**src/rtl/reg_pipe_stage.sv**
```systemverilog
`timescale 1ns/1ps
// reg_pipe_stage: one elastic register stage with valid/ready on both sides.
//   SKID = 0: single entry, upstream ready is combinational from downstream ready.
//   SKID = 1: main + skid entry, upstream ready is a register output.
// Ports:
//   clk, reset (async, active-low), flush (sync, discards the held word(s))
//   up_valid/up_ready/up_data       : upstream side
//   down_valid/down_ready/down_data : downstream side
module reg_pipe_stage #(
  parameter int               WIDTH     = 32,
  parameter int               SKID      = 0,
  parameter logic [WIDTH-1:0] RESET_VAL = '0
) (
  input  logic             clk,
  input  logic             reset,
  input  logic             flush,
  input  logic             up_valid,
  output logic             up_ready,
  input  logic [WIDTH-1:0] up_data,
  output logic             down_valid,
  input  logic             down_ready,
  output logic [WIDTH-1:0] down_data
);

  if (SKID == 0) begin : g_plain
    logic             valid_reg;
    logic [WIDTH-1:0] data_reg;
    logic             load;
    logic             drain;

    assign up_ready   = !valid_reg || down_ready;
    assign load       = up_valid && up_ready;
    assign drain      = valid_reg && down_ready;
    assign down_valid = valid_reg;
    assign down_data  = data_reg;

    always_ff @(posedge clk or negedge reset) begin
      if (!reset) begin
        valid_reg <= 1'b0;
        data_reg  <= RESET_VAL;
      end else begin
        if (flush)      valid_reg <= 1'b0;
        else if (load)  valid_reg <= 1'b1;
        else if (drain) valid_reg <= 1'b0;
        // Data only moves on a real load; an emptied stage keeps its last word.
        if (load && !flush) data_reg <= up_data;
      end
    end
  end else begin : g_skid
    localparam logic [1:0] ST_EMPTY = 2'd0;
    localparam logic [1:0] ST_HALF  = 2'd1;
    localparam logic [1:0] ST_FULL  = 2'd2;

    logic [1:0]       state_reg, state_next;
    logic [WIDTH-1:0] main_reg, main_next;
    logic [WIDTH-1:0] skid_reg, skid_next;
    logic             ready_reg;
    logic             load;
    logic             drain;

    assign up_ready   = ready_reg;
    assign down_valid = (state_reg != ST_EMPTY);
    assign down_data  = main_reg;
    assign load       = up_valid && ready_reg;
    assign drain      = down_valid && down_ready;

    always_comb begin
      state_next = state_reg;
      main_next  = main_reg;
      skid_next  = skid_reg;
      case (state_reg)
        ST_EMPTY: begin
          if (load) begin
            state_next = ST_HALF;
            main_next  = up_data;
          end
        end
        ST_HALF: begin
          if (load && drain) begin
            main_next = up_data;
          end else if (load) begin
            state_next = ST_FULL;
            skid_next  = up_data;
          end else if (drain) begin
            state_next = ST_EMPTY;
          end
        end
        ST_FULL: begin
          // Oldest word leaves from main; the skid word takes its place.
          if (drain) begin
            state_next = ST_HALF;
            main_next  = skid_reg;
          end
        end
        default: state_next = ST_EMPTY;
      endcase
      if (flush) begin
        state_next = ST_EMPTY;
        main_next  = main_reg;
        skid_next  = skid_reg;
      end
    end

    always_ff @(posedge clk or negedge reset) begin
      if (!reset) begin
        state_reg <= ST_EMPTY;
        main_reg  <= RESET_VAL;
        skid_reg  <= RESET_VAL;
        // Held low during reset, rises on the first edge after release.
        ready_reg <= 1'b0;
      end else begin
        state_reg <= state_next;
        main_reg  <= main_next;
        skid_reg  <= skid_next;
        ready_reg <= (state_next != ST_FULL);
      end
    end
  end

endmodule

```
**src/rtl/reg_pipe.sv**
```systemverilog
`timescale 1ns/1ps
// reg_pipe: elastic pipeline of DEPTH reg_pipe_stage instances with valid/ready
// handshake, synchronous flush and a registered occupancy count.
// Ports:
//   clk, reset (async, active-low), flush (sync)
//   in_valid/in_ready/in_data    : upstream side
//   out_valid/out_ready/out_data : downstream side
//   occupancy                    : words held, 0..CAP with CAP = DEPTH*(1+SKID)
module reg_pipe #(
  parameter int               WIDTH     = 32,
  parameter int               DEPTH     = 2,
  parameter int               SKID      = 0,
  parameter logic [WIDTH-1:0] RESET_VAL = '0,
  localparam int              CAP       = DEPTH * (1 + SKID),
  localparam int              OCC_W     = $clog2(CAP + 1)
) (
  input  logic             clk,
  input  logic             reset,
  input  logic             flush,
  input  logic             in_valid,
  output logic             in_ready,
  input  logic [WIDTH-1:0] in_data,
  output logic             out_valid,
  input  logic             out_ready,
  output logic [WIDTH-1:0] out_data,
  output logic [OCC_W-1:0] occupancy
);

  genvar gi;
  for (gi = 0; gi < DEPTH; gi++) begin : g_stage
    logic             up_valid;
    logic             up_ready;
    logic [WIDTH-1:0] up_data;
    logic             down_valid;
    logic             down_ready;
    logic [WIDTH-1:0] down_data;

    if (gi == 0) begin : g_first
      assign up_valid = in_valid;
      assign up_data  = in_data;
    end else begin : g_link
      assign up_valid = g_stage[gi-1].down_valid;
      assign up_data  = g_stage[gi-1].down_data;
    end

    if (gi == DEPTH - 1) begin : g_last
      assign down_ready = out_ready;
    end else begin : g_next
      assign down_ready = g_stage[gi+1].up_ready;
    end

    reg_pipe_stage #(
      .WIDTH     (WIDTH),
      .SKID      (SKID),
      .RESET_VAL (RESET_VAL)
    ) u_stage (
      .clk        (clk),
      .reset      (reset),
      .flush      (flush),
      .up_valid   (up_valid),
      .up_ready   (up_ready),
      .up_data    (up_data),
      .down_valid (down_valid),
      .down_ready (down_ready),
      .down_data  (down_data)
    );
  end

  assign in_ready  = g_stage[0].up_ready;
  assign out_valid = g_stage[DEPTH-1].down_valid;
  assign out_data  = g_stage[DEPTH-1].down_data;

  logic [OCC_W-1:0] occ_reg, occ_next;
  logic             push;
  logic             pop;

  assign push      = in_valid && in_ready;
  assign pop       = out_valid && out_ready;
  assign occupancy = occ_reg;

  always_comb begin
    occ_next = occ_reg;
    if (flush)              occ_next = '0;
    else if (push && !pop)  occ_next = occ_reg + 1'b1;
    else if (pop && !push)  occ_next = occ_reg - 1'b1;
  end

  always_ff @(posedge clk or negedge reset) begin
    if (!reset) occ_reg <= '0;
    else        occ_reg <= occ_next;
  end

endmodule

```
**config.mk**
```make
export PLATFORM = sky130hd
export DESIGN_NAME = reg_pipe
export DESIGN_NICKNAME = d
export VERILOG_FILES = /design/src/rtl/reg_pipe_stage.sv /design/src/rtl/reg_pipe.sv
export SDC_FILE = /design/constraint.sdc
export NUM_CORES = 1
export LEC_CHECK = 0
export BUFFER_PORTS_ARGS = -buffer_cell sky130_fd_sc_hd__buf_2
export CAP_MARGIN = 10
export CORE_ASPECT_RATIO = 1.2
export CORE_MARGIN = 10
export CORE_UTILIZATION = 39
export CTS_CLUSTER_SIZE = 25
export DETAILED_ROUTE_END_ITERATION = 10
export GPL_TIMING_DRIVEN = 0
export PLACE_DENSITY = 0.59
export RECOVER_POWER = 50
export SLEW_MARGIN = 20
export SYNTH_ARGS = -nofsm -noshare
export SYNTH_HDL_FRONTEND = slang
export SYNTH_SLANG_ARGS = --single-unit
export TNS_END_PERCENT = 100
```
**constraint.sdc**
```tcl
create_clock -name clk -period 2.1 [get_ports clk]
set_input_delay 0.105 -clock clk [delete_from_list [all_inputs] [get_ports clk]]
set_output_delay 0.105 -clock clk [all_outputs]
set_load 0.05 [all_outputs]
```
Word level (Yosys, flattened, before mapping):

Cells that the tools add are included.

* latch bits: 0
* register bits: 68
* bits in read-only memories: 0
* input port bits: 37
* word-level logic and storage cells: 33
* bits in writable memories: 0
* memories: 0
* output and inout port bits: 36

* $add $sub $neg: 2
* div/mod/pow operators: 0
* shift-type cells: 0
* bitwise operators: 0
* mux-type cells: 9
* reductions and logical operators: 17
* $mul: 0
* equality and inequality tests: 0
* $lt $le $gt $ge: 0

Operators with widths (number)
* 3-bit nonzero test: 3
* 1-bit logical AND: 7
* 1-bit two-way mux: 6
* 2-bit two-way mux: 3
* 1-bit zero test: 5
* 2-bit by 1-bit adder with 2-bit output, second input constant: 1
* 1-bit logical OR: 2
* 2-bit by 1-bit subtractor with 2-bit output, second input constant: 1

Logic depth before layout (Yosys ltp):

Gate-level depths: netlist (run 1).

* word-level depth: 9
* depth in mapped cells: 5
* gate-level depth less buffers: 4

Modules after synthesis:

A second synthesis (run 1) with hierarchy kept.

* cell total of the unflattened synthesis: 162
* area total of the unflattened synthesis: 2673.8 um2

Modules (own cells, without submodules)
* reg_pipe_stage: instances 2, area each 1263.7 um2, cells an instance 73, seq. area each 825.8 um2
* reg_pipe: instances 1, area each 146.4 um2, cells an instance 16, seq. area each 50.0 um2

Worst setup path after synthesis (run 1):

OpenSTA, ideal clock, no wires.

* path type: reg-to-reg
* start point: reg g_stage[1].u_stage.g_plain.valid_reg
* end point: reg g_stage[0].u_stage.g_plain.data_reg[10]
* required time: 1.975 ns
* buffers on the path: 1
* slack: -0.100 ns
* cell stages (with the launch flop): 6
* clock period less this slack: 2.200 ns
* library setup time: 0.125 ns
* arrival: 2.076 ns
* cells stage by stage: dfrtp_1 nor2b_1 nand2_1 nand3b_1 buf_4 mux2_2

* word-level cells in the longest chain between the ends: 5

RTL lines
* from (decl): line reg_pipe_stage.sv:26 `logic valid_reg;`
* from (signal assigned): line reg_pipe_stage.sv:39 `valid_reg <= 1'b0;`
* from (signal assigned): line reg_pipe_stage.sv:42 `if (flush) valid_reg <= 1'b0;`
* from (signal assigned): line reg_pipe_stage.sv:43 `else if (load) valid_reg <= 1'b1;`
* 1-bit zero test: line reg_pipe_stage.sv:31 `assign up_ready = !valid_reg || down_ready;`
* 1-bit logical OR (2 in series): line reg_pipe_stage.sv:31
* named net in_ready: line reg_pipe.sv:21 `output logic in_ready,`
* 1-bit logical AND: line reg_pipe_stage.sv:32 `assign load = up_valid && up_ready;`
* 1-bit logical AND: line reg_pipe_stage.sv:46 `if (load && !flush) data_reg <= up_data;`
* to (signal assigned): line reg_pipe_stage.sv:46
* to (decl): line reg_pipe_stage.sv:27 `logic [WIDTH-1:0] data_reg;`

The timed path passes the listed nets, and every way through them passes these cells.
A chain may end at the register's enable or synchronous reset.

Final worst setup path (run 1):

* start point: reg g_stage[1].u_stage.g_plain.valid_reg
* end point: reg g_stage[0].u_stage.g_plain.data_reg[13]

* word-level cells in the longest chain between the ends: 5

RTL lines (line)
* 1-bit zero test: reg_pipe_stage.sv:31
* 1-bit logical OR (2 in series): reg_pipe_stage.sv:31
* 1-bit logical AND: reg_pipe_stage.sv:32
* 1-bit logical AND: reg_pipe_stage.sv:46

No other way between the ends.

==> results.tsv, run 1 <==
metric	value	unit
clock_path_buffers	2	
async_reset_ff_frac	1.00	
viasPerCell	4.50	
hold_viol	0	
timing.critical_path.slowest_cell_delay	0.38	ns
synth_area_per_cell	17.4	um2
worst_hold_startpoint	in_data[10]	
core.rowCount	33	
post_synth_most_frequent_cells	68 x dfrtp_1, 34 x mux2_2, 30 x mux2_4	
yosys.area_share.simple	0.0313	
sequence_of_cells_on_the_critical_path	nor2b_1, nand2_1, nand3b_1, buf_4, mux2_2	
clock_tree.root_cell	clkbuf_8	
timing.setup.tns	0	ns
gp_routability_congestion	0.682	
rsz0062_at_grt	no	
cp_data_arrival_time	1.90	ns
htree_levels	3	
critPathMaxFanout	10	
synthDistinctLibCells	21	
worst-slew-pin-transition	0.769	ns
max_cap_violations	0	
hold-path-cell-count	2	
post-synth-top-area-cell	dfrtp_1	
total_clock_buffers_created_by_cts	9	
finalMaxSlewViolations	0	
layout_min_cycle_time	1.70	ns
core_region_area	6850	um2
initialDrtViolationCount	44	
wl_per_cell	15.1	um
dominantRegCellSynth	dfrtp_1	
share_of_layout_cells_above_drive_strength_1	0.524	
required	2.30	ns
pwr_density_cell	1130	nW/um2
synthCells	159	
number_of_i_o_port_buffers	72	
die_x	96.8	um
mappedNetlistArea	2760	um2
place_hpwl	3.96	mm
drt.antenna.violating_nets	0	
antennaDiodeCount	0	
number_of_synthesis_warnings	0	
track_usage	0.103	
clkLatencyLatePin	0.32	ns
fp.dieArea	10900	um2
fin_worst_skew	0.00780	ns
drcViolationCount	0	
worstRegToRegCells	5	
run_status	completed	
most_frequently_used_cell_type_in_the_post_synthesis_netlist	dfrtp_1	
vdd_drop_max	702	uV
synth_fp_nets	196	
nets_finish	307	
cp-start-kind	flop	
grt_max_degree	40	
path_class	reg -> reg	
vias	1629	
static-leakage-power	1.79	nW
fmax_achieved	588	MHz
synthMuxAreaShare	0.302	
ios	73	
combinational_family_with_the_most_area_after_synthesis	multiplexers	
vias_in_the_first_global_route	1807	
min_period_over_period	0.810	
sequential_area_share_after_synthesis	0.617	
critical-path-slowest-cell	dfrtp_2	
synthDominantCellAreaShare	0.617	
routed_wl	5.48	mm
grt_antenna_before_repair	0	
synth.area.top_cells	dfrtp_1 62%, mux2_4 16%, mux2_2 14%, buf_12 2.2%, buf_4 0.82%	
timing.reg2reg.setup_slack	0.40	ns
synthAdderAreaFrac	0	
hold_class	in -> reg	
number_of_synthesized_flops_with_an_enable_pin	0	
layout-area-overhead-vs-synth	33.7	%
dieHeight	112	um
first_pass_grt_wire_length	9.08	mm
initial_utilization	0.403	
whs	0.0243	ns
worst_path_dominant_cell_family	simple AND/OR/NAND/NOR gates	
critical_path.endpoint_type	flop	
regToRegStartpoint	g_stage[1].u_stage.down_valid	
detail_route.first_pass.iterations	4	
grt-ovfl-total	0	
synth_compound_area_frac	0.0159	
setup_viol_count_final	0	
total_power	4.18	mW
cts_sinks	68	
cts_tree	yes	
crit-reg2reg-capture	g_stage[0].u_stage.down_data[13]	
critical_path_buf_inv_count	1	
clk_pin_slew_worst_paths	0.07	ns
synth_xor_area_frac	0	
yosys_register_bits	68	
slew-limit-headroom	0.488	
hold-path-endpoint	g_stage[0].u_stage.down_data[10]	
## worst reg2reg max path, stage by stage (launching register included)
cell and delay, ns:
dfrtp_2 0.38, nor2b_1 0.24, nand2_1 0.12, nand3b_1 0.24, buf_4 0.25, mux2_2 0.35
## metrics by stage
stage | setup slack [ns] | area [um2] | util | cells
6_report | 0.400 | 3690 | 0.538 | 362
3_3_place_gp | 0.397 | 3230 | 0.471 | 318
4_1_cts | 0.347 | 3660 | 0.534 | 357
2_1_floorplan | 0.0382 | 2760 | - | 159
5_1_grt | 0.277 | 3690 | 0.538 | 362
3_5_place_dp | 0.364 | 3250 | 0.474 | 319
## cell families (layout without fill, tap and decap cells)
group	after synthesis	count (layout)
and+or+nand+nor	14	14
DFF	68	68
AOI/OAI and AO/OA	6	6
muxes	64	64
buffers and inverters	7	123
## registers in the layout (all words and copies together) (netlist names)
signal                      flops
g_stage.u_stage.down_data      64
g_stage.u_stage.down_valid      2
occupancy                       2
## layout make-up
| cell class | count | area [um2] |
|---|---|---|
| plain buffers | 7 | 93.8 |
| clock buffers | 13 | 169 |
| clock inverters | 3 | 20.0 |
| fillers | 622 | 3170 |
| multi-input cells | 84 | 963 |
| flip-flops and latches | 68 | 1700 |
| well taps | 87 | 109 |
| repair buffers | 100 | 631 |
## where the power goes
group,switching [mW],internal [mW]
registers,0.157,1.60
clock network,0.450,0.524
logic,0.943,0.509
## worst max-delay path by stage
stage / from / cells past startpoint / to
finish: g_stage[1].u_stage.down_valid / 5 / g_stage[0].u_stage.down_data[13]
global route: g_stage[1].u_stage.down_valid / 5 / g_stage[0].u_stage.down_data[13]
CTS: g_stage[1].u_stage.down_valid / 5 / g_stage[0].u_stage.down_data[13]
detailed placement: g_stage[1].u_stage.down_valid / 5 / g_stage[0].u_stage.down_data[12]
global placement: g_stage[1].u_stage.down_valid / 5 / g_stage[0].u_stage.down_data[14]
floorplan: g_stage[1].u_stage.down_valid / 5 / g_stage[0].u_stage.down_data[10]
## repair_timing
| action | in CTS | in global routing |
|---|---|---|
| hold endpoints to repair | 50 | 5 |
| hold buffers | 22 | 5 |
| gates resized for setup | 0 | 0 |
| buffers inserted | 0 | 0 |
## placed cells by master (no fill, tap or decap), drive strengths merged
master,Yosys,routed
buf,7,63
mux2,64,64
nand3b,1,1
nor3b,1,1
a211o,1,1
dlygate4sd3,0,27
a21o,1,1
clkinvlp,0,2
a221oi,1,1
a21oi,1,1
nand2b,1,1
nor3,1,1
dfrtp,68,68
nor4b,1,1
a32oi,1,1
nand2,1,1
clkinv,0,1
clkbuf,0,30
o21ai,1,1
or3b,2,2
nor2b,3,3
nor2,3,3
## per-layer routing
metal	wire, um	GRT usage	vias to the layer above
met5	0	0	-
li1	-	-	783
met1	2280	0.114	805
met3	332	0.0485	2
met4	28	0.0384	0
met2	2840	0.168	39
Power figures use the tool's default switching activity.
==> inputs of run 2 (changes only) <==
==> constraint.sdc (replaced) <==
create_clock -name clk -period 1.65 [get_ports clk]
set_input_delay 0.0825 -clock clk [delete_from_list [all_inputs] [get_ports clk]]
set_output_delay 0.0825 -clock clk [all_outputs]
set_load 0.05 [all_outputs]
==> results.tsv, run 2 (synthesis gave the netlist of run 1 again) <==
metric	value	unit	change
critical_path.endpoint_type	flop		
min_period_over_period	0.982		+0.172
critPathMaxFanout	10		unchanged
grt-ovfl-total	0		unchanged
worstSetupStartpoint	g_stage[1].u_stage.down_valid		
required	1.86	ns	-0.44 ns
timing.reg2reg.setup_slack	0.03	ns	-0.37 ns
fin_worst_skew	0.00835	ns	+0.000558 ns
ios	73		unchanged
drcViolationCount	0		unchanged
crit-reg2reg-capture	g_stage[1].u_stage.down_data[24]		
htree_levels	3		unchanged
final.setup.worst_slack	0.0301	ns	-0.370 ns
vias_in_the_first_global_route	1829		+1.2%
postLayoutCellArea	3780	um2	+2.6%
initial_utilization	0.403		unchanged
fmax_achieved	617	MHz	+5.0%
rsz0062_at_grt	yes		
core.rowCount	33		unchanged
timing.setup.tns	0	ns	unchanged
clock_path_buffers	2		unchanged
static-leakage-power	1.87	nW	+4.7%
gp_routability_congestion	0.670		-1.7%
mostFrequentLayoutCell	buf_2		
cts_tree	yes		
largest_reg_flops	64		unchanged
initialDrtViolationCount	58		+32%
numPlacedInstances	319		unchanged
worstRegToRegCells	5		unchanged
path_class	reg -> reg		
routed_wl	5.68	mm	+3.7%
drt.antenna.violating_nets	0		unchanged
finish.utilization	0.552		+0.0139
track_usage	0.107		+0.00413
cts_sinks	68		unchanged
cp_data_arrival_time	1.83	ns	-0.07 ns
antennaDiodeCount	0		unchanged
viasPerCell	4.53		+0.69%
grt_max_degree	36		-10%
hold_class	in -> reg		
slew-limit-headroom	0.437		-0.0504
cp-start-kind	flop		
clock_tree.root_cell	clkbuf_8		
hold_viol	0		unchanged
die_x	96.8	um	unchanged
detail_route.first_pass.iterations	5		+1
wl_per_cell	15.3	um	+1.2%
fp.dieArea	10900	um2	unchanged
dp_worst_setup_slack	-0.0000581	ns	-0.364 ns
clkLatencyLatePin	0.33	ns	about the same
place_hpwl	4.07	mm	+2.6%
grt_antenna_before_repair	0		unchanged
regToRegStartpoint	g_stage[1].u_stage.down_valid		
finalNonFillerCells	371		+2.5%
worst-slew-pin-transition	0.844	ns	+0.0756 ns
whs	0.0590	ns	+0.0347 ns
max_cap_violations	0		unchanged
layout-area-overhead-vs-synth	37.1	%	
core_region_area	6850	um2	unchanged
dieHeight	112	um	unchanged
first_pass_grt_wire_length	9.44	mm	+4.0%
pwr_density_cell	1400	nW/um2	+23%
number_of_i_o_port_buffers	72		unchanged
run_status	completed		
total_power	5.28	mW	+26%
mostFrequentLayoutCells	68 x buf_2, 67 x dfrtp_1, 34 x mux2_2, 34 x dlygate4sd3_1, 30 x mux2_4		
nets_finish	316		+2.9%
vias	1681		+3.2%
setup_viol_count_final	0		unchanged
setup.worst_path.end	g_stage[1].u_stage.down_data[24]		
layout_min_cycle_time	1.62	ns	-0.0804 ns
vdd_drop_max	744	uV	+6.0%
total_clock_buffers_created_by_cts	9		unchanged
placed_cell_area	3270	um2	+0.46%
share_of_layout_cells_above_drive_strength_1	0.570		+0.0468
postCtsResizedCells	0		unchanged
finalMaxSlewViolations	0		unchanged
clk_pin_slew_worst_paths	0.07	ns	about the same
[run 2: cell types whose count changed in the layout (fill, tap and decap cells not counted), sizes merged]
cell,change
clkbuf,-17
buf,+15
dlygate4sd3,+7
clkinv,+4
[run 2: how the worst min path moves through the flow]
stage                     start                          endpoint  slack, ns  depth (start not counted)
floorplan                 reset   g_stage[0].u_stage.down_data[0]      -0.21                          0
global placement    in_data[28]  g_stage[0].u_stage.down_data[28]       0.31                          2
detailed placement        reset   g_stage[1].u_stage.down_data[4]       0.07                          1
CTS                    in_valid     g_stage[0].u_stage.down_valid       0.04                          3
global route           in_valid     g_stage[0].u_stage.down_valid       0.04                          3
finish                 in_valid     g_stage[0].u_stage.down_valid       0.06                          3
[run 2: repair_timing]
| item | 4_1_cts | 5_1_grt |
|---|---|---|
| cloned | 0 | 0 |
| pin swaps | 0 | 0 |
| setup endpoints to repair | 12 | 19 |
| buffers inserted | 1 | 1 |
| hold endpoints to repair | 67 | 0 |
| hold buffers | 34 | 0 |
[run 2: metal layers]
layer	up-vias	GRT usage	wire length, um
li1	805	-	-
met1	825	0.130	2490
met2	46	0.169	2810
met3	5	0.0350	302
met4	0	0.0473	76
met5	-	0	0
[run 2: final cells by class]
cell class	instances	area, um2
clock inverters	7	43.8
repair buffers	109	732
plain buffers	7	93.8
well taps	87	109
multi-input cells	84	978
flip-flops and latches	68	1700
clock buffers	9	124
fillers	589	3070
[run 2: where the power goes]
group	total, mW	leakage [nW]	switching, mW	internal (mW)
combinational	1.90	0.977	1.21	0.692
clock	1.14	0.0848	0.608	0.536
sequential	2.23	0.807	0.199	2.04
total	5.28	1.87	2.02	3.26
[run 2: worst max-delay path, cell delays in order, from the launching register on]
cell and delay [ns]:
dfrtp_2 0.40, nor2b_4 0.14, or3b_1 0.37, buf_6 0.16, buf_12 0.15, mux2_4 0.30
==> inputs of run 3 (changes only) <==
--- a/config.mk
+++ b/config.mk
@@ -8,13 +8,14 @@
 export BUFFER_PORTS_ARGS = -buffer_cell sky130_fd_sc_hd__buf_2
 export CAP_MARGIN = 10
 export CORE_ASPECT_RATIO = 1.2
-export CORE_MARGIN = 10
 export CORE_UTILIZATION = 39
 export CTS_CLUSTER_SIZE = 25
 export DETAILED_ROUTE_END_ITERATION = 10
 export GPL_TIMING_DRIVEN = 0
 export PLACE_DENSITY = 0.59
 export RECOVER_POWER = 50
+export REMOVE_ABC_BUFFERS = 1
+export SKIP_LAST_GASP = 1
 export SLEW_MARGIN = 20
 export SYNTH_ARGS = -nofsm -noshare
 export SYNTH_HDL_FRONTEND = slang
==> results.tsv, run 3 (synthesis gave the netlist of run 1 again) <==
metric	value	unit	change
fp.dieArea	7420	um2	-32%
grt_antenna_before_repair	0		unchanged
layout-area-overhead-vs-synth	38.8	%	
mostFrequentLayoutCell	buf_2		
max_cap_violations	0		unchanged
number_of_i_o_port_buffers	72		unchanged
worst_path_dominant_cell_family	simple AND/OR/NAND/NOR gates		
gp_routability_congestion	0.734		+9.5%
wl_per_cell	14.7	um	-3.8%
critPathMaxFanout	7		-3
static-leakage-power	1.94	nW	+3.8%
critical-path-slowest-cell	dfrtp_1		
hold_viol	0		unchanged
finalNonFillerCells	369		-0.54%
whs	0.0519	ns	-0.00709 ns
finalMaxSlewViolations	0		unchanged
vias_in_the_first_global_route	1763		-3.6%
nets_finish	316		unchanged
slew-limit-headroom	0.565		+0.128
global_route.peak_usage_layer	met2		
fmax_achieved	604	MHz	-2.2%
dieHeight	94.1	um	-16%
worstSetupStartpoint	g_stage[1].u_stage.down_valid		
grt_util_met2	0.244		+0.0750
core_region_area	6850	um2	unchanged
grt_util_met1	0.196		+0.0667
setup_viol_count_final	3		+3
numPlacedInstances	314		-1.6%
postLayoutCellArea	3830	um2	+1.2%
core.rowCount	33		unchanged
clock_tree.root_cell	clkbuf_8		
sequence_of_cells_on_the_critical_path	nor2b_4, nand2_2, nand3b_1, clkbuf_4, mux2_2		
cts_sinks	68		unchanged
fin_worst_skew	0.00717	ns	-0.00118 ns
cp_data_arrival_time	1.87	ns	+0.04 ns
worst_hold_startpoint	flush		
regToRegStartpoint	g_stage[1].u_stage.down_valid		
routed_wl	5.44	mm	-4.3%
grt_max_degree	43		+19%
largest_reg_flops	64		unchanged
htree_levels	3		unchanged
timing.critical_path.slowest_cell_delay	0.41	ns	about the same
cts_tree	yes		
clk_pin_slew_worst_paths	0.07	ns	about the same
viasPerCell	4.63		+2.2%
required	1.86	ns	about the same
layout_min_cycle_time	1.66	ns	+0.0364 ns
pwr_density_cell	1380	nW/um2	-0.81%
track_usage	0.156		+0.0496
place_hpwl	3.13	mm	-23%
grt-ovfl-total	0		unchanged
initial_utilization	0.403		unchanged
critical_path_buf_inv_count	1		-1
drcViolationCount	0		unchanged
min_period_over_period	1.00		+0.0221
total_clock_buffers_created_by_cts	9		unchanged
drt.antenna.violating_nets	0		unchanged
cp-start-kind	flop		
first_pass_grt_wire_length	8.62	mm	-8.7%
share_of_layout_cells_above_drive_strength_1	0.585		+0.0147
die_x	78.8	um	-19%
placed_cell_area	3180	um2	-2.6%
n_fill_cell	621		+5.4%
detail_route.first_pass.iterations	3		-2
vdd_drop_max	745	uV	+0.13%
mostFrequentLayoutCells	71 x buf_2, 68 x dfrtp_1, 46 x mux2_4		
worst-slew-pin-transition	0.652	ns	-0.192 ns
clock_path_buffers	2		unchanged
final.setup.worst_slack	-0.00630	ns	-0.0364 ns
global_route.usage.met3	0.0252		-0.00973
initialDrtViolationCount	57		-1.7%
total_power	5.30	mW	+0.38%
hold_class	in -> reg		
failing_checks	setup timing		
clkLatencyLatePin	0.33	ns	about the same
run_status	finished with violations		
antennaDiodeCount	0		unchanged
ios	73		unchanged
critical_path.endpoint_type	flop		
rsz0062_at_grt	yes		
path_class	reg -> reg		
vias	1708		+1.6%
## run 3: worst register-to-register path, delay by kind of cell (launching register included)
family	cells	cell delay [ns]
buf+inv	1	0.27
flops	1	0.41
mux	1	0.35
simple gates	3	0.51
## run 3: worst paths after layout
path                       slack [ns]                          endpoint  cells after the start
hold reg to reg                  0.50  g_stage[1].u_stage.down_data[31]                      1
min in group asynchronous        0.31  g_stage[0].u_stage.down_data[13]                      2
setup / recovery               -0.006  g_stage[0].u_stage.down_data[28]                      5
max in group asynchronous        0.26   g_stage[1].u_stage.down_data[2]                      3
hold / removal                   0.05     g_stage[1].u_stage.down_valid                      2
setup reg to reg               -0.006  g_stage[0].u_stage.down_data[28]                      5
## run 3: final cells by class
type | instances | area, um2 | area share
clock inverter | 3 | 15.0 | 0.00392
tap | 87 | 109 | 0.0284
timing repair buffer | 115 | 802 | 0.209
sequential | 68 | 1700 | 0.444
multi-input combinational | 85 | 1060 | 0.277
clock buffer | 11 | 141 | 0.0369
## run 3: routing by layer
layer	wire length, um	part of all wire	vias up
li1	-	-	805
met1	2610	0.48	851
met2	2490	0.46	40
met3	174	0.032	12
met4	165	0.030	0
met5	0	0	-
## run 3: repair_timing
action | CTS | global route
hold buffers | 33 | 0
pin swaps | 2 | 1
endpoints found under the setup margin | 64 | 32
hold endpoints to repair | 58 | 0
gates resized for setup | 3 | 23
cloned | 1 | 2
buffers inserted | 1 | 4
## run 3: through the flow
| stage | setup TNS (ns) | worst slack, ns | util |
|---|---|---|---|
| 4_1_cts | 0 | 0.0213 | 0.539 |
| 2_1_floorplan | -62.12 | -1.05 | - |
| 6_report | -0.00719 | -0.00630 | 0.559 |
| 5_1_grt | -2.92 | -0.0869 | 0.559 |
| 3_3_place_gp | -66.21 | -1.09 | 0.457 |
| 3_5_place_dp | -11.10 | -0.316 | 0.464 |
## run 3: power breakdown
part | leakage (nW) | switching, mW | total, mW | internal, mW
Combinational | 1.05 | 1.20 | 1.94 | 0.733
Clock | 0.0848 | 0.561 | 1.12 | 0.562
Sequential | 0.809 | 0.205 | 2.24 | 2.04
